### src/rtl/seq_pkg.sv
// Shared types and defaults for the multi-cycle datapath sequencer.
package seq_pkg;

    localparam logic [5:0] HALT_OPCODE_DEF = 6'h3F;
    localparam int         ADDR_W_DEF      = 5;
    localparam int         COUNT_W_DEF     = 32;

    // One state per pipeline-less stage, plus the two parked states.
    typedef enum logic [2:0] {
        ST_IDLE      = 3'd0,
        ST_FETCH     = 3'd1,
        ST_DECODE    = 3'd2,
        ST_EXECUTE   = 3'd3,
        ST_WRITEBACK = 3'd4,
        ST_HALT      = 3'd5
    } seq_state_e;

    // Parked states are the only ones where the host may use the write port.
    function automatic logic is_parked(input seq_state_e s);
        return (s == ST_IDLE) || (s == ST_HALT);
    endfunction

endpackage

### src/rtl/wb_port_arbiter.sv
// Register-file write-port arbiter: the datapath owns the port in WRITEBACK,
// the host debug port owns it while the sequencer is parked.
module wb_port_arbiter
    import seq_pkg::*;
#(
    parameter int ADDR_W = ADDR_W_DEF
) (
    input  logic              enable,
    input  seq_state_e        state,
    input  logic              dp_reg_write,
    input  logic [ADDR_W-1:0] dp_wr_addr,
    input  logic              dbg_wr_req,
    input  logic [ADDR_W-1:0] dbg_wr_addr,
    output logic              rf_write,
    output logic [ADDR_W-1:0] rf_wr_addr,
    output logic              wr_sel,
    output logic              dbg_wr_ack
);

    // Same-cycle grant; enable drops the port to idle while reset is held.
    always_comb begin
        rf_write   = 1'b0;
        rf_wr_addr = {ADDR_W{1'b0}};
        wr_sel     = 1'b0;
        dbg_wr_ack = 1'b0;
        if (enable && is_parked(state) && dbg_wr_req) begin
            rf_write   = 1'b1;
            rf_wr_addr = dbg_wr_addr;
            wr_sel     = 1'b1;
            dbg_wr_ack = 1'b1;
        end else if (enable && (state == ST_WRITEBACK)) begin
            rf_write   = dp_reg_write;
            rf_wr_addr = dp_wr_addr;
        end else begin
            rf_write   = 1'b0;
            rf_wr_addr = {ADDR_W{1'b0}};
        end
    end

endmodule

### src/rtl/datapath_sequencer.sv
// Multi-cycle controller stepping the datapath through FETCH, DECODE,
// EXECUTE and WRITEBACK, with a retired-instruction counter and a host
// debug write path that is only serviced between instructions.
module datapath_sequencer
    import seq_pkg::*;
#(
    parameter logic [5:0] HALT_OPCODE = HALT_OPCODE_DEF,
    parameter int         ADDR_W      = ADDR_W_DEF,
    parameter int         COUNT_W     = COUNT_W_DEF
) (
    input  logic               clock,
    input  logic               reset,
    input  logic               start,
    input  logic               stop,
    input  logic               step_mode,
    input  logic [5:0]         opcode,
    input  logic               dp_reg_write,
    input  logic [ADDR_W-1:0]  dp_wr_addr,
    input  logic               dbg_wr_req,
    input  logic [ADDR_W-1:0]  dbg_wr_addr,
    output logic               ir_load,
    output logic               pc_en,
    output logic               rf_write,
    output logic [ADDR_W-1:0]  rf_wr_addr,
    output logic               wr_sel,
    output logic               dbg_wr_ack,
    output logic               busy,
    output logic               halted,
    output logic [COUNT_W-1:0] instr_count
);

    localparam logic [COUNT_W-1:0] COUNT_MAX = {COUNT_W{1'b1}};
    localparam logic [COUNT_W-1:0] COUNT_ONE = {{(COUNT_W-1){1'b0}}, 1'b1};

    seq_state_e         state_q;
    seq_state_e         state_d;
    logic [COUNT_W-1:0] count_q;
    logic [COUNT_W-1:0] count_d;
    logic               ir_load_q;
    logic               busy_q;
    logic               halted_q;
    logic               halt_hit;

    assign halt_hit = (opcode == HALT_OPCODE);

    // Next-state selection; a pending debug write holds the sequencer parked.
    always_comb begin
        state_d = state_q;
        case (state_q)
            ST_IDLE, ST_HALT: begin
                if (dbg_wr_req) begin
                    state_d = state_q;
                end else if (start) begin
                    state_d = ST_FETCH;
                end else begin
                    state_d = state_q;
                end
            end
            ST_FETCH:   state_d = ST_DECODE;
            ST_DECODE: begin
                if (halt_hit) begin
                    state_d = ST_HALT;
                end else begin
                    state_d = ST_EXECUTE;
                end
            end
            ST_EXECUTE: state_d = ST_WRITEBACK;
            ST_WRITEBACK: begin
                if (stop || step_mode) begin
                    state_d = ST_IDLE;
                end else begin
                    state_d = ST_FETCH;
                end
            end
            default:    state_d = ST_IDLE;
        endcase
    end

    // Retired-instruction counter advances in WRITEBACK and sticks at all-ones.
    always_comb begin
        if ((state_q == ST_WRITEBACK) && (count_q != COUNT_MAX)) begin
            count_d = count_q + COUNT_ONE;
        end else begin
            count_d = count_q;
        end
    end

    // State register with stage-decoded outputs registered from the next state.
    always_ff @(posedge clock or negedge reset) begin
        if (!reset) begin
            state_q   <= ST_IDLE;
            count_q   <= {COUNT_W{1'b0}};
            ir_load_q <= 1'b0;
            busy_q    <= 1'b0;
            halted_q  <= 1'b0;
        end else begin
            state_q   <= state_d;
            count_q   <= count_d;
            ir_load_q <= (state_d == ST_FETCH);
            busy_q    <= (state_d == ST_FETCH) || (state_d == ST_DECODE) ||
                         (state_d == ST_EXECUTE) || (state_d == ST_WRITEBACK);
            halted_q  <= (state_d == ST_HALT);
        end
    end

    // PC advances on retirement, or in DECODE so a resumed run skips the halt.
    always_comb begin
        if (state_q == ST_WRITEBACK) begin
            pc_en = 1'b1;
        end else if ((state_q == ST_DECODE) && halt_hit) begin
            pc_en = 1'b1;
        end else begin
            pc_en = 1'b0;
        end
    end

    assign ir_load     = ir_load_q;
    assign busy        = busy_q;
    assign halted      = halted_q;
    assign instr_count = count_q;

    wb_port_arbiter #(
        .ADDR_W (ADDR_W)
    ) u_arb (
        .enable       (reset),
        .state        (state_q),
        .dp_reg_write (dp_reg_write),
        .dp_wr_addr   (dp_wr_addr),
        .dbg_wr_req   (dbg_wr_req),
        .dbg_wr_addr  (dbg_wr_addr),
        .rf_write     (rf_write),
        .rf_wr_addr   (rf_wr_addr),
        .wr_sel       (wr_sel),
        .dbg_wr_ack   (dbg_wr_ack)
    );

endmodule

### config.mk
export PLATFORM = sky130hd
export DESIGN_NAME = datapath_sequencer
export DESIGN_NICKNAME = d
export VERILOG_FILES = /design/src/rtl/seq_pkg.sv /design/src/rtl/wb_port_arbiter.sv /design/src/rtl/datapath_sequencer.sv
export SDC_FILE = /design/constraint.sdc
export NUM_CORES = 1
export LEC_CHECK = 0
export BUFFER_PORTS_ARGS = -buffer_cell sky130_fd_sc_hd__buf_2
export CORE_MARGIN = 2
export CORE_UTILIZATION = 45
export CTS_CLUSTER_SIZE = 12
export DETAILED_ROUTE_END_ITERATION = 6
export HOLD_SLACK_MARGIN = 0.03
export PLACE_DENSITY = 0.73
export SLEW_MARGIN = 20
export SYNTH_ARGS = -nofsm -noshare
export SYNTH_HDL_FRONTEND = slang
export SYNTH_SLANG_ARGS = --single-unit
### constraint.sdc
create_clock -name clock -period 1.8 [get_ports clock]
set_clock_uncertainty 0.1 [all_clocks]
set_input_delay 0.09 -clock clock [delete_from_list [all_inputs] [get_ports clock]]
set_output_delay 0.09 -clock clock [all_outputs]
set_load 0.1 [all_outputs]
# Word level (Yosys, flattened, before mapping)
# Index checks and enable logic that the tools add are counted.
totals:
  ff_bits: 38
classes:
  addsub: 1
  n_eq_ne: 12
  mux: 12
  n_reduce_logical: 12
ops:
  columns: ["operator", "n"]
  rows:
  - ["32-bit by 1-bit adder with 32-bit output, second input constant", 1]
  - ["32-bit inequality test, second input constant", 1]
  - ["3-bit case mux with 5 select lines", 1]
  - ["3-bit by 2-bit equality test with 1-bit output, second input constant", 4]
  - ["3-bit equality test, second input constant", 4]
  - ["5-bit two-way mux", 2]
  - ["3-bit two-way mux", 3]
  - ["3-bit by 1-bit equality test with 1-bit output, second input constant", 2]
  - ["6-bit equality test, second input constant", 1]
  - ["1-bit two-way mux", 6]
  - ["1-bit logical AND", 5]
  - ["1-bit logical OR", 5]
  - ["3-bit logical NOT", 1]
  - ["2-bit OR reduction", 1]

# Longest topological paths before layout
# Gate-level depths: netlist of run 1.
logic_depth:
  word_depth: 7
  mapped_depth: 7

# By module
# A second synthesis of run 1 with hierarchy kept.
unflattened:
  cells_unflattened: 208
  area_unflattened_um2: 2053.2
by_module_without_submodules:
  columns: ["mod", "instances", "cells_each", "area_each_um2", "seq_area_each_um2"]
  rows:
  - ["datapath_sequencer", 1, 185, 1909.3, 950.9]
  - ["wb_port_arbiter", 1, 23, 143.9, 0.0]

# Worst setup path after synthesis of run 1
# No wires, ideal clock.
synth_path:
  path_type: "register to output"
  start: "register state_q[0]"
  end: "output rf_wr_addr[0]"
  arrival_ns: 4.025
  required_time_ns: 1.610
  setup_slack_ns: -2.415
  stages_incl_launch_ff: 5
  path_buffers: 1
  path_cell_list: "dfrtp_1 -> buf_6 -> xor2_1 -> nor3_1 -> a32o_1"
synth_between:
  elab_chain_cells: 5
  word_cells_on_any_way: 9
  classes_between: "2 x eq/ne; 2 x mux; 5 x reduce/logical"
synth_rtl:
  columns: ["element", "line_no", "text"]
  rows:
  - ["start, declared", "datapath_sequencer.sv:35", "seq_state_e state_q;"]
  - ["start signal, assigned", "datapath_sequencer.sv:97", "state_q <= state_d;"]
  - ["3-bit equality test / 3-bit logical NOT (equally long branches)", "seq_pkg.sv:20", "return (s == ST_IDLE) || (s == ST_HALT);"]
  - ["1-bit logical OR", "seq_pkg.sv:20", null]
  - ["1-bit logical AND (2 in a row)", "wb_port_arbiter.sv:26", "if (enable && is_parked(state) && dbg_wr_req) begin"]
  - ["5-bit two-way mux *", "wb_port_arbiter.sv:26", null]
  - ["end, declared", "datapath_sequencer.sv:24", "output logic [ADDR_W-1:0] rf_wr_addr,"]
# Every way passes the cells marked *; elsewhere a longest branch is shown, timed or not.

# Worst setup path in the final report of run 1
layout_path:
  start: "register count_q[24], in the netlist instr_count[24]"
  end: "register count_q[31], in the netlist instr_count[31]"
layout_between:
  elab_chain_cells: 2
  word_cells_on_any_way: 3
  classes_between: "1 x add/sub; 1 x eq/ne; 1 x reduce/logical"
layout_rtl:
  columns: ["element", "line_no", "text"]
  rows:
  - ["start, declared", "datapath_sequencer.sv:37", "logic [COUNT_W-1:0] count_q;"]
  - ["start signal, assigned", "datapath_sequencer.sv:92", "count_q <= {COUNT_W{1'b0}};"]
  - ["start signal, assigned", "datapath_sequencer.sv:98", "count_q <= count_d;"]
  - ["parallel branches: the longest is 2 deep, another holds 32-bit by 1-bit adder with 32-bit output", null, null]
# Several ways; the timed one is not identified.
# A chain may end at the register's enable or synchronous reset.

==> summary.md, run 1 <==
| Metric | Value |
|---|---|
| Area of the multi-input gates | 0.00141 mm² |
| ANT cells | 0 |
| Final number of setup-violating endpoints | 24 |
| Gr usage total | about a quarter |
| Die Y-Extent | a little over 70 µm |
| Vias in the first global route | 2129 |
| Port bufs | 66 |
| CTS max path bufs | 2 |
| Initial cell density of the core | 47.0% |
| Slowest stage cell on the critical path | or4_4 |
| M1 WL | 2660 µm |
| Fin. max-slew vios | 0 |
| Clock transition at path regs | 0.08 ns |
| Worst Path Arrival | between 1.5 and 2 ns |
| Antenna violations before repair | 0 |
| Top sig layer | met4 |
| Ys flop type | dfrtp_1 |
| Mean Syn Cell Area | between 10 and 15 µm² |
| Outcome | complete, but fails checks |
| Failing checks | negative setup slack |
| RSZ-0062 raised after global routing | yes |
| Worst-Skew Late Latency | between 0.2 and 0.3 ns |
| 1st-pass router iterations | 4 |
| Die Span X | just over 70 µm |
| Setup CP Type | reg -> reg |
| Routed Antenna Nets | 0 |
| F_max | 524 MHz |
| Post-synth top area share | approximately 47% |
| HP Class | in -> reg |
| Max Cap Violations | 0 |
| FILL cells | 234 |
| Crit path max fanout | 7 |
| Number of top-level pins | between 60 and 70 |
| Yosys warns | 0 |
| Req. time, crit path | 1.88 ns |
| Rows | 24 |
| Post-synth EDFFs | 0 |
| Largest area contributor in the netlist | dfrtp_1 |
| Core area | 0.00435 mm² |
| Fin nets | 342 |
| Final setup margin | -0.107 ns |
| Worst-Margin Slew | roughly 0.50 ns |
| First-pass GRT wire length | roughly 9800 µm |
| Remaining DRCs | 0 |
| FF/Latch Area | between 0.001 and 0.0015 mm² |
| Largest net degree at the start of global routing | 25 |
| Cells after synthesis | about 200 |
| RePlAce Congestion | between 0.8 and 0.9 |
| HPWL after detailed placement | between 4000 and 5000 µm |
| Final period utilization | 106% |
| Inserted Clock Buffers | 5 |
| Worst-case vdd ir drop | between 0.9 and 1 mV |
| Area grow syn2layout | 77.2% |
| Vias per Instance | about 5.6 |
| Slowest cell delay on critical path | slightly below 0.6 ns |
| Met2 WL post-DR | roughly 3500 µm |
| Pleak | approximately 1.6 nW |
| Reg2Reg Depth | 5 |
| Synth Register Bits | 38 |
| Post-synthesis sequential area ratio | 46.5% |
| Netlist cell types | 41 |
| Detailed-route via count | around 2.1k |
| Total grt overflow | 0 |
| Synth async-reset ratio | 100% |
| Pwr per Cell Area | approximately 1100 mW/mm² |
| Layout cells sized above 1 | about 67% |
| Minimum clock period | 1.91 ns |
| Drt total wl | 6730 µm |
| Met3 WL | around 440 µm |
| Main area contributors after synthesis | dfrtp_1, xnor2_1, xor2_1 |
| Syn_nets | 223 |
| Crit start category | register |
| Hold path cells | 4 |
| Setup crit end kind | register |
| Mapped cell area | around 0.0020 mm² |
| Critical path cell sequence | nand4_1 > or4_4 > o211ai_4 > nor2_1 > xor2_1 |
| Max-slew headroom | 67.2% |
| Post-Route Utilization | a little over four fifths |
| Die ar. | around 0.005 mm² |
| PnR Total Power | roughly 3.8 mW |
| WL per Instance | 18.1 µm |
| Clock sinks | 38 |
| Root Buffer | clkbuf_8 |
| Drt first-iter violations | 98 |
| H-tree levels | 2 |
| Final hold violation count | 0 |
| CTS tree | built |
Yosys cell counts (2+ instances only):
cell type  number
a211oi_1        2
a21oi_1         4
a32o_1          5
and2_1          3
and3_1          5
and4_1          2
buf_6           2
clkbuf_1        3
dfrtp_1        38
inv_1           6
nand2_1        17
nand2b_1        2
nand3_1        13
nand4_1        13
nor2_1         18
nor3_1          6
nor3_2          2
nor4_1          3
o21ai_0         2
xnor2_1        17
xor2_1         16
path summary, 6_finish.rpt:
kind	start	end	slack (ns)
setup / recovery	instr_count[24]$_DFFE_PN0P_	instr_count[31]$_DFFE_PN0P_	-0.11
hold / removal	stop	state_q[0]$_DFF_PN0_	0.10
setup reg to reg	instr_count[24]$_DFFE_PN0P_	instr_count[31]$_DFFE_PN0P_	-0.11
hold reg to reg	instr_count[12]$_DFFE_PN0P_	instr_count[12]$_DFFE_PN0P_	0.43
max in group asynchronous	reset	instr_count[22]$_DFFE_PN0P_	1.03
min in group asynchronous	reset	instr_count[31]$_DFFE_PN0P_	0.27
layer usage:
metal,up-vias,track usage (%)
li1,948,-
met1,1041,30.4
met2,81,43.4
met3,10,6.33
met4,0,5.03
met5,-,0
kinds of logic after synthesis:
logic type | Yosys count | share of synthesized area (%)
mux | 1 | 0.551
buf+inv | 12 | 3.12
xor+xnor | 33 | 14.1
simple gates | 96 | 27.7
fa+ha+maj | 1 | 0.612
flops | 38 | 46.5
compound gates | 18 | 7.41
report_power, final:
group	switching (mW)	internal [mW]	total, mW
Combinational	1.36	0.770	2.13
Sequential	0.110	0.979	1.09
Clock	0.309	0.309	0.618
Total	1.78	2.06	3.84
through the flow:
stage | setup WS [ns] | instance area [µm²] | cells | TNS [ns] | hold WS (ns)
3_5_place_dp | -0.160 | 3180 | 344 | -0.896 | 0.0459
2_1_floorplan | -0.484 | 2430 | 199 | -7.13 | -0.306
6_report | -0.107 | 3620 | 371 | -1.28 | 0.101
3_3_place_gp | -0.107 | 3180 | 344 | -0.589 | 0.0418
4_1_cts | -0.0760 | 3440 | 363 | -0.828 | 0.0632
5_1_grt | -0.162 | 3620 | 371 | -3.39 | 0.127
layout by cell type, fill, tap and decap left out, types with 2 or more instances in the layout:
cell type / count
xnor2_1: 16
nand2b_4: 2
nand4_1: 13
a21oi_1: 2
nand3_4: 5
buf_6: 9
clkbuf_8: 6
a32o_4: 5
nand3_1: 3
nor2_1: 14
buf_2: 57
a211oi_2: 2
nand3_2: 6
dfrtp_1: 6
nor4b_4: 2
nor2_4: 3
and4_4: 2
and2_1: 3
buf_12: 13
nor3_2: 4
and3_1: 5
nand2_2: 5
nor4_4: 4
nand2_1: 12
a21oi_2: 2
o21ai_0: 2
dfrtp_4: 32
inv_1: 6
xor2_1: 15
buf_4: 36
nor3_4: 3
flip-flops by register name, indices dropped and copies added, names as in the netlist:
register and count:
ir_load 1, halted 1, busy 1, state_q 3
instr_count 32
area by class of cell:
cell class / count / area share [%]
flip-flops and latches: 38 / 29.6
clock buffers: 7 / 2.38
well taps: 52 / 1.80
clock inverters: 1 / 0.138
multi-input cells: 149 / 38.8
repair buffers: 118 / 26.7
inverters: 6 / 0.622
critical path: cells and delay by family (launching register included):
kind | cells | cell delay (ns)
and+or+nand+nor | 3 | 0.84
xor gates and xnor gates | 1 | 0.16
DFF | 1 | 0.40
AOI/OAI and AO/OA | 1 | 0.29
timing repair:
action	in CTS	in global routing
endpoints found under the setup margin	20	41
hold endpoints to repair	38	0
resized for setup	11	23
pin swaps	15	18
setup buffers	10	7
hold buffers	1	0
gates cloned	0	2
Note: power is estimated with default switching activity, not from simulation.
==> inputs of run 2 (changes only) <==
TNS_END_PERCENT = 5   (was default)
==> run 2 against run 1 <==
Net effect:
- the run still ends with negative setup slack left
- clock power down 11%
- register-to-register slack barely moved
- critical path depth stayed put
- non-clock buffer count rose by 3
- combinational power about the same
- setup slack improved by 0.013 ns
- first-iteration DRC count rose by 93%
- via count decreased by 0.63%
- wire length decreased by 8.3%
- die area stayed put
- clock-buffer cell count rose by 1
- cell area is 8.7% lower
- critical path type unchanged
- largest cell class unchanged
- largest power group unchanged
==> summary.md, run 2 (synthesis results as in run 1) <==
| Metric | Value |
|---|---|
| Cell depth of the worst setup path | 5 (unchanged) |
| Clock sinks | 38 (unchanged) |
| Final hold violation count | 0 (unchanged) |
| Crit start category | register |
| CTS tree | built |
| Pwr per Cell Area | 1110 mW/mm² (+4.8%) |
| PnR Total Power | 3.67 mW (-4.3%) |
| Worst-Skew Late Latency | 0.29 ns (about the same) |
| Vias per Instance | 5.53 (-1.4%) |
| Die Y-Extent | 71.4 µm (unchanged) |
| Gr usage total | 25.8% (+1.3 points) |
| Req. time, crit path | 1.89 ns (about the same) |
| CTS max path bufs | 2 (unchanged) |
| Routed Antenna Nets | 0 (unchanged) |
| Root Buffer | clkbuf_8 |
| Initial cell density of the core | 47.0% (unchanged) |
| Layout Cell Area excl Fill | 0.00331 mm² (-8.7%) |
| WL per Instance | 16.5 µm (-9.0%) |
| Number of top-level pins | 67 (unchanged) |
| Pleak | 1.56 nW (-5.1%) |
| Critical path cell sequence | nand4_1 > or4_4 > o211ai_4 > buf_4 > xnor2_1 |
| Layout cells sized above 1 | 59.9% (-7.1 points) |
| Outcome | complete, but fails checks |
| Remaining DRCs | 0 (unchanged) |
| Setup TNS | -0.797 ns (+0.485 ns) |
| Hold path cells | 5 (+1) |
| Max reg flops | 32 (unchanged) |
| Port bufs | 66 (unchanged) |
| Die ar. | 0.00510 mm² (unchanged) |
| HPWL after detailed placement | 4200 µm (-1.1%) |
| Setup crit end kind | register |
| Setup CP Type | reg -> reg |
| Largest net degree at the start of global routing | 27 (+8.0%) |
| Family with the most delay on the worst path | simple AND/OR/NAND/NOR gates |
| Slowest stage cell on the critical path | or4_4 |
| Slowest cell delay on critical path | 0.59 ns (about the same) |
| Fin. max-slew vios | 0 (unchanged) |
| Failing checks | negative setup slack |
| Area grow syn2layout | 61.8% |
| 1st-pass router iterations | 4 (unchanged) |
| Final period utilization | 105% (-0.73 points) |
| RePlAce Congestion | 0.864 (+3.0%) |
| Antenna violations before repair | 0 (unchanged) |
| F_max | 528 MHz (+0.70%) |
| Fin nets | 345 (+0.88%) |
| Final setup margin | -0.0938 ns (+0.0132 ns) |
| First-pass GRT wire length | 10100 µm (+2.7%) |
| Drt total wl | 6170 µm (-8.3%) |
| ANT cells | 0 (unchanged) |
| H-tree levels | 2 (unchanged) |
| FILL cells | 282 (+21%) |
| Max-slew headroom | 66.1% (-1.2 points) |
| Inserted Clock Buffers | 5 (unchanged) |
| Minimum clock period | 1.89 ns (-0.0132 ns) |
| Rows | 24 (unchanged) |
| Hold_ws | 0.181 ns (+0.0802 ns) |
| Post-DP Area | 0.00302 mm² (-5.2%) |
| Commonest non-fill, non-tap cell in the layout | buf_2 |
| Buf/Inv on CP | 1 (+1) |
| Crit path max fanout | 7 (unchanged) |
| HP Class | in -> reg |
| Core area | 0.00435 mm² (unchanged) |
| Clock transition at path regs | 0.07 ns (about the same) |
| Reg2Reg Setup Slack | -0.09 ns (about the same) |
| Vias in the first global route | 2116 (-0.61%) |
| RSZ-0062 raised after global routing | yes |
| Worst-Margin Slew | 0.513 ns (+0.0174 ns) |
| Total grt overflow | 0 (unchanged) |
| Die Span X | 71.4 µm (unchanged) |
| Worst-case vdd ir drop | 1.66 mV (+67%) |
| Most frequent cells in the layout | buf_2, buf_4, dfrtp_2 |
| Max Cap Violations | 0 (unchanged) |
| Final number of setup-violating endpoints | 16 (-33%) |
| Detailed-route via count | 2067 (-0.63%) |
| Reg2Reg Depth | 5 (unchanged) |
| Worst Path Arrival | 1.99 ns (about the same) |
| Drt first-iter violations | 189 (+93%) |
[run 2: metrics by stage]
stage / util [%] / std cells / setup WS, ns
floorplan: - / 199 / -0.484
global placement: 69.3 / 358 / -0.0549
detailed placement: 69.3 / 358 / -0.0975
CTS: 73.9 / 373 / -0.0917
global route: 76.0 / 374 / -0.161
finish: 76.0 / 374 / -0.0938
[run 2: layout make-up]
cell class | count | area (µm²) | share of cell area, %
multi-input combinational | 149 | 1220 | 36.9
timing repair buffer | 121 | 928 | 28.1
tap | 52 | 65.1 | 1.97
sequential | 38 | 991 | 30.0
inverter | 6 | 22.5 | 0.681
clock buffer | 8 | 80.1 | 2.42
[run 2: final timing paths]
kind                                              from                           to
max                        instr_count[21]$_DFFE_PN0P_  instr_count[19]$_DFFE_PN0P_
min                                               stop         state_q[0]$_DFF_PN0_
max reg2reg                instr_count[21]$_DFFE_PN0P_  instr_count[19]$_DFFE_PN0P_
min reg2reg                instr_count[14]$_DFFE_PN0P_  instr_count[14]$_DFFE_PN0P_
max in group asynchronous                        reset   instr_count[0]$_DFFE_PN0P_
min in group asynchronous                        reset   instr_count[7]$_DFFE_PN0P_
[run 2: power by group]
part | internal, mW | switching [mW] | total, mW
sequential | 0.961 | 0.0604 | 1.02
combinational | 0.735 | 1.36 | 2.10
clock | 0.275 | 0.277 | 0.552
total | 1.97 | 1.70 | 3.67
[run 2: per-layer routing]
layer	global-route usage [%]	part of all wire (%)	vias up	routed length, µm
met5	0	0	-	0
li1	-	-	949	-
met2	43.7	51	93	3120
met3	5.63	5.3	19	327
met4	11.7	3.3	0	206
met1	31.5	41	1006	2510
[run 2: worst reg2reg max path, delay by kind of cell (launching register included)]
kind	cells	cell delay, ns
and+or+nand+nor	2	0.74
DFF	1	0.36
AOI/OAI and AO/OA	1	0.30
buffers and inverters	1	0.18
xor gates and xnor gates	1	0.13
[run 2: what timing repair did]
| action | 4_1_cts | 5_1_grt |
|---|---|---|
| hold buffers | 1 | 0 |
| buffers inserted | 6 | 1 |
| endpoints found under the hold margin | 12 | 0 |
| pin swaps | 12 | 10 |
| setup endpoints to repair | 22 | 41 |
| resized for setup | 12 | 16 |
==> inputs of run 3 (changes only) <==
BUFFER_PORTS_ARGS = default   (was -buffer_cell sky130_fd_sc_hd__buf_2)
DONT_BUFFER_PORTS = 1   (was default)
PLACE_DENSITY = 0.6   (was 0.73)
SLEW_MARGIN = 40   (was 20)
==> run 3 against run 2 <==
Net effect:
- the run still ends with negative setup slack left
- first-iteration DRC count decreased by 54%
- combinational power decreased by 6%
- largest cell class unchanged
- critical endpoint is now instr_count[31]$_DFFE_PN0P_
- critical path depth unchanged
- wire length decreased by 8.7%
- cell area decreased by 4.3%
- critical path type unchanged
==> summary.md, run 3 (synthesis results as in run 1) <==
| Metric | Value |
|---|---|
| Detailed-route via count | 1882 (-9.0%) |
| Setup CP Type | reg -> reg |
| Met3 WL | 307 µm (-6.1%) |
| Gr usage total | 22.2% (-3.6 points) |
| Antenna violations before repair | 0 (unchanged) |
| Start of the worst register-to-register path | instr_count[27]$_DFFE_PN0P_ |
| Critical path cell sequence | nand4_1 > or4_4 > o211ai_4 > nor2_1 > xor2_1 |
| Top sig layer | met4 |
| Hold Path Origin | dbg_wr_req |
| Drt first-iter violations | 86 (-54%) |
| Die ar. | 0.00510 mm² (unchanged) |
| Hold endpoint | state_q[0]$_DFF_PN0_ |
| First-pass GRT wire length | 8870 µm (-12%) |
| Reg2Reg Depth | 5 (unchanged) |
| Clock transition at path regs | 0.07 ns (about the same) |
| 1st-pass router iterations | 4 (unchanged) |
| Failing checks | negative setup slack |
| Final period utilization | 105% (-0.67 points) |
| Number of top-level pins | 67 (unchanged) |
| CTS max path bufs | 2 (unchanged) |
| WL per Instance | 17.0 µm (+2.8%) |
| Worst-case vdd ir drop | 1.34 mV (-19%) |
| Max reg flops | 32 (unchanged) |
| Commonest non-fill, non-tap cell in the layout | buf_4 |
| Minimum clock period | 1.88 ns (-0.0121 ns) |
| CTS tree | built |
| Final setup margin | -0.0816 ns (+0.0121 ns) |
| M1 WL | 2210 µm (-12%) |
| Most frequent cells in the layout | buf_4, dfrtp_2, xnor2_1 |
| Reg2Reg Setup Slack | -0.08 ns (about the same) |
| Initial cell density of the core | 47.0% (unchanged) |
| Largest net degree at the start of global routing | 39 (+44%) |
| Pleak | 1.40 nW (-10%) |
| Req. time, crit path | 1.86 ns (-0.03 ns) |
| Family with the most delay on the worst path | simple AND/OR/NAND/NOR gates |
| Outcome | complete, but fails checks |
| Met2 WL post-DR | 3100 µm (-0.70%) |
| RSZ-0062 raised after global routing | yes |
| Slowest cell delay on critical path | 0.58 ns (about the same) |
| Total grt overflow | 0 (unchanged) |
| Max-slew headroom | 73.6% (+7.5 points) |
| RePlAce Congestion | 0.855 (-1.0%) |
| Die Span X | 71.4 µm (unchanged) |
| Layout cells sized above 1 | 51.4% (-8.5 points) |
| Final hold violation count | 0 (unchanged) |
| Hold path cells | 3 (-2) |
| Pwr per Cell Area | 1140 mW/mm² (+2.3%) |
| Root Buffer | clkbuf_8 |
| Crit path max fanout | 7 (unchanged) |
| FF/Latch Area | 991 µm² (unchanged) |
| Area of the multi-input gates | 0.00123 mm² (+0.61%) |
| Drt total wl | 5630 µm (-8.7%) |
| ANT cells | 0 (unchanged) |
| Inserted Clock Buffers | 5 (unchanged) |
| Crit start category | register |
| Slowest stage cell on the critical path | or4_4 |
| Port bufs | 0 (-100%) |
| Die Y-Extent | 71.4 µm (unchanged) |
| Max Cap Violations | 0 (unchanged) |
| Routed Antenna Nets | 0 (unchanged) |
| FILL cells | 311 (+10%) |
| Rows | 24 (unchanged) |
| HPWL after detailed placement | 4060 µm (-3.5%) |
| H-tree levels | 2 (unchanged) |
| Remaining DRCs | 0 (unchanged) |
| Area grow syn2layout | 54.8% |
| Fin nets | 303 (-12%) |
| Vias in the first global route | 1912 (-9.6%) |
| Post-Route Utilization | 72.7% (-3.3 points) |
| Worst-Margin Slew | 0.393 ns (-0.120 ns) |
| Setup crit end kind | register |
| PnR Total Power | 3.60 mW (-2.1%) |
| Vias per Instance | 5.67 (+2.6%) |
| HP Class | in -> reg |
| Fin. max-slew vios | 0 (unchanged) |
| Worst Path Arrival | 1.95 ns (-0.04 ns) |
| F_max | 531 MHz (+0.64%) |
| Buf/Inv on CP | 0 (-1) |
| Reg-to-Reg End | instr_count[31]$_DFFE_PN0P_ |
| Clock sinks | 38 (unchanged) |
| Core area | 0.00435 mm² (unchanged) |
| Worst-Skew Late Latency | 0.29 ns (about the same) |
| Final number of setup-violating endpoints | 14 (-2) |
[run 3: worst max path at each step]
stage,start,to,slack (ns),cells after the start
after CTS,state_q[0]$_DFF_PN0_,instr_count[22]$_DFFE_PN0P_,-0.11,5
after detailed placement,instr_count[20]$_DFFE_PN0P_,instr_count[31]$_DFFE_PN0P_,-0.10,5
after global routing,instr_count[27]$_DFFE_PN0P_,instr_count[31]$_DFFE_PN0P_,-0.14,5
after global placement,state_q[0]$_DFF_PN0_,instr_count[27]$_DFFE_PN0P_,-0.06,5
final,instr_count[27]$_DFFE_PN0P_,instr_count[31]$_DFFE_PN0P_,-0.08,5
after floorplan,state_q[0]$_DFF_PN0_,rf_wr_addr[0],-0.48,4
[run 3: area by class of cell]
class | count | share of cell area [%]
Clock buffer | 8 | 2.85
Inverter | 6 | 0.711
Multi-Input combinational cell | 149 | 38.8
Sequential cell | 38 | 31.3
Tap cell | 52 | 2.06
Timing Repair Buffer | 79 | 24.3
[run 3: tightest hold or removal path: cells and delay by family]
kind               cells  cell delay, ns
AOI/OAI and AO/OA      2            0.33
and+or+nand+nor        1            0.04
[run 3: report_power, final]
part | total [mW] | internal, mW | leakage, nW | switching, mW
clock network | 0.590 | 0.312 | 0.0455 | 0.278
logic | 1.98 | 0.660 | 0.885 | 1.32
registers | 1.03 | 0.962 | 0.467 | 0.0682
total | 3.60 | 1.93 | 1.40 | 1.66
[run 3: metrics by stage]
stage	area (µm²)	setup slack [ns]	std cells	hold WS, ns	setup TNS [ns]
CTS	3060	-0.109	330	0.0669	-1.13
detailed placement	2850	-0.103	317	-0.304	-0.819
floorplan	2160	-0.484	199	-0.306	-14.08
finish	3170	-0.0816	332	0.132	-0.747
global placement	2850	-0.0587	317	-0.304	-0.308
global route	3170	-0.143	332	0.114	-2.71
[run 3: layer usage]
layer,global-route usage (%),up-vias
li1,-,874
met1,25.7,944
met2,40.1,62
met3,7.17,2
met4,4.82,0
met5,0,-
[run 3: what timing repair did]
item / CTS / global route
hold buffers: 4 / 0
pin swaps: 6 / 4
gates resized for setup: 9 / 16
endpoints found under the setup margin: 27 / 40
buffers inserted: 1 / 2
endpoints found under the hold margin: 39 / 0
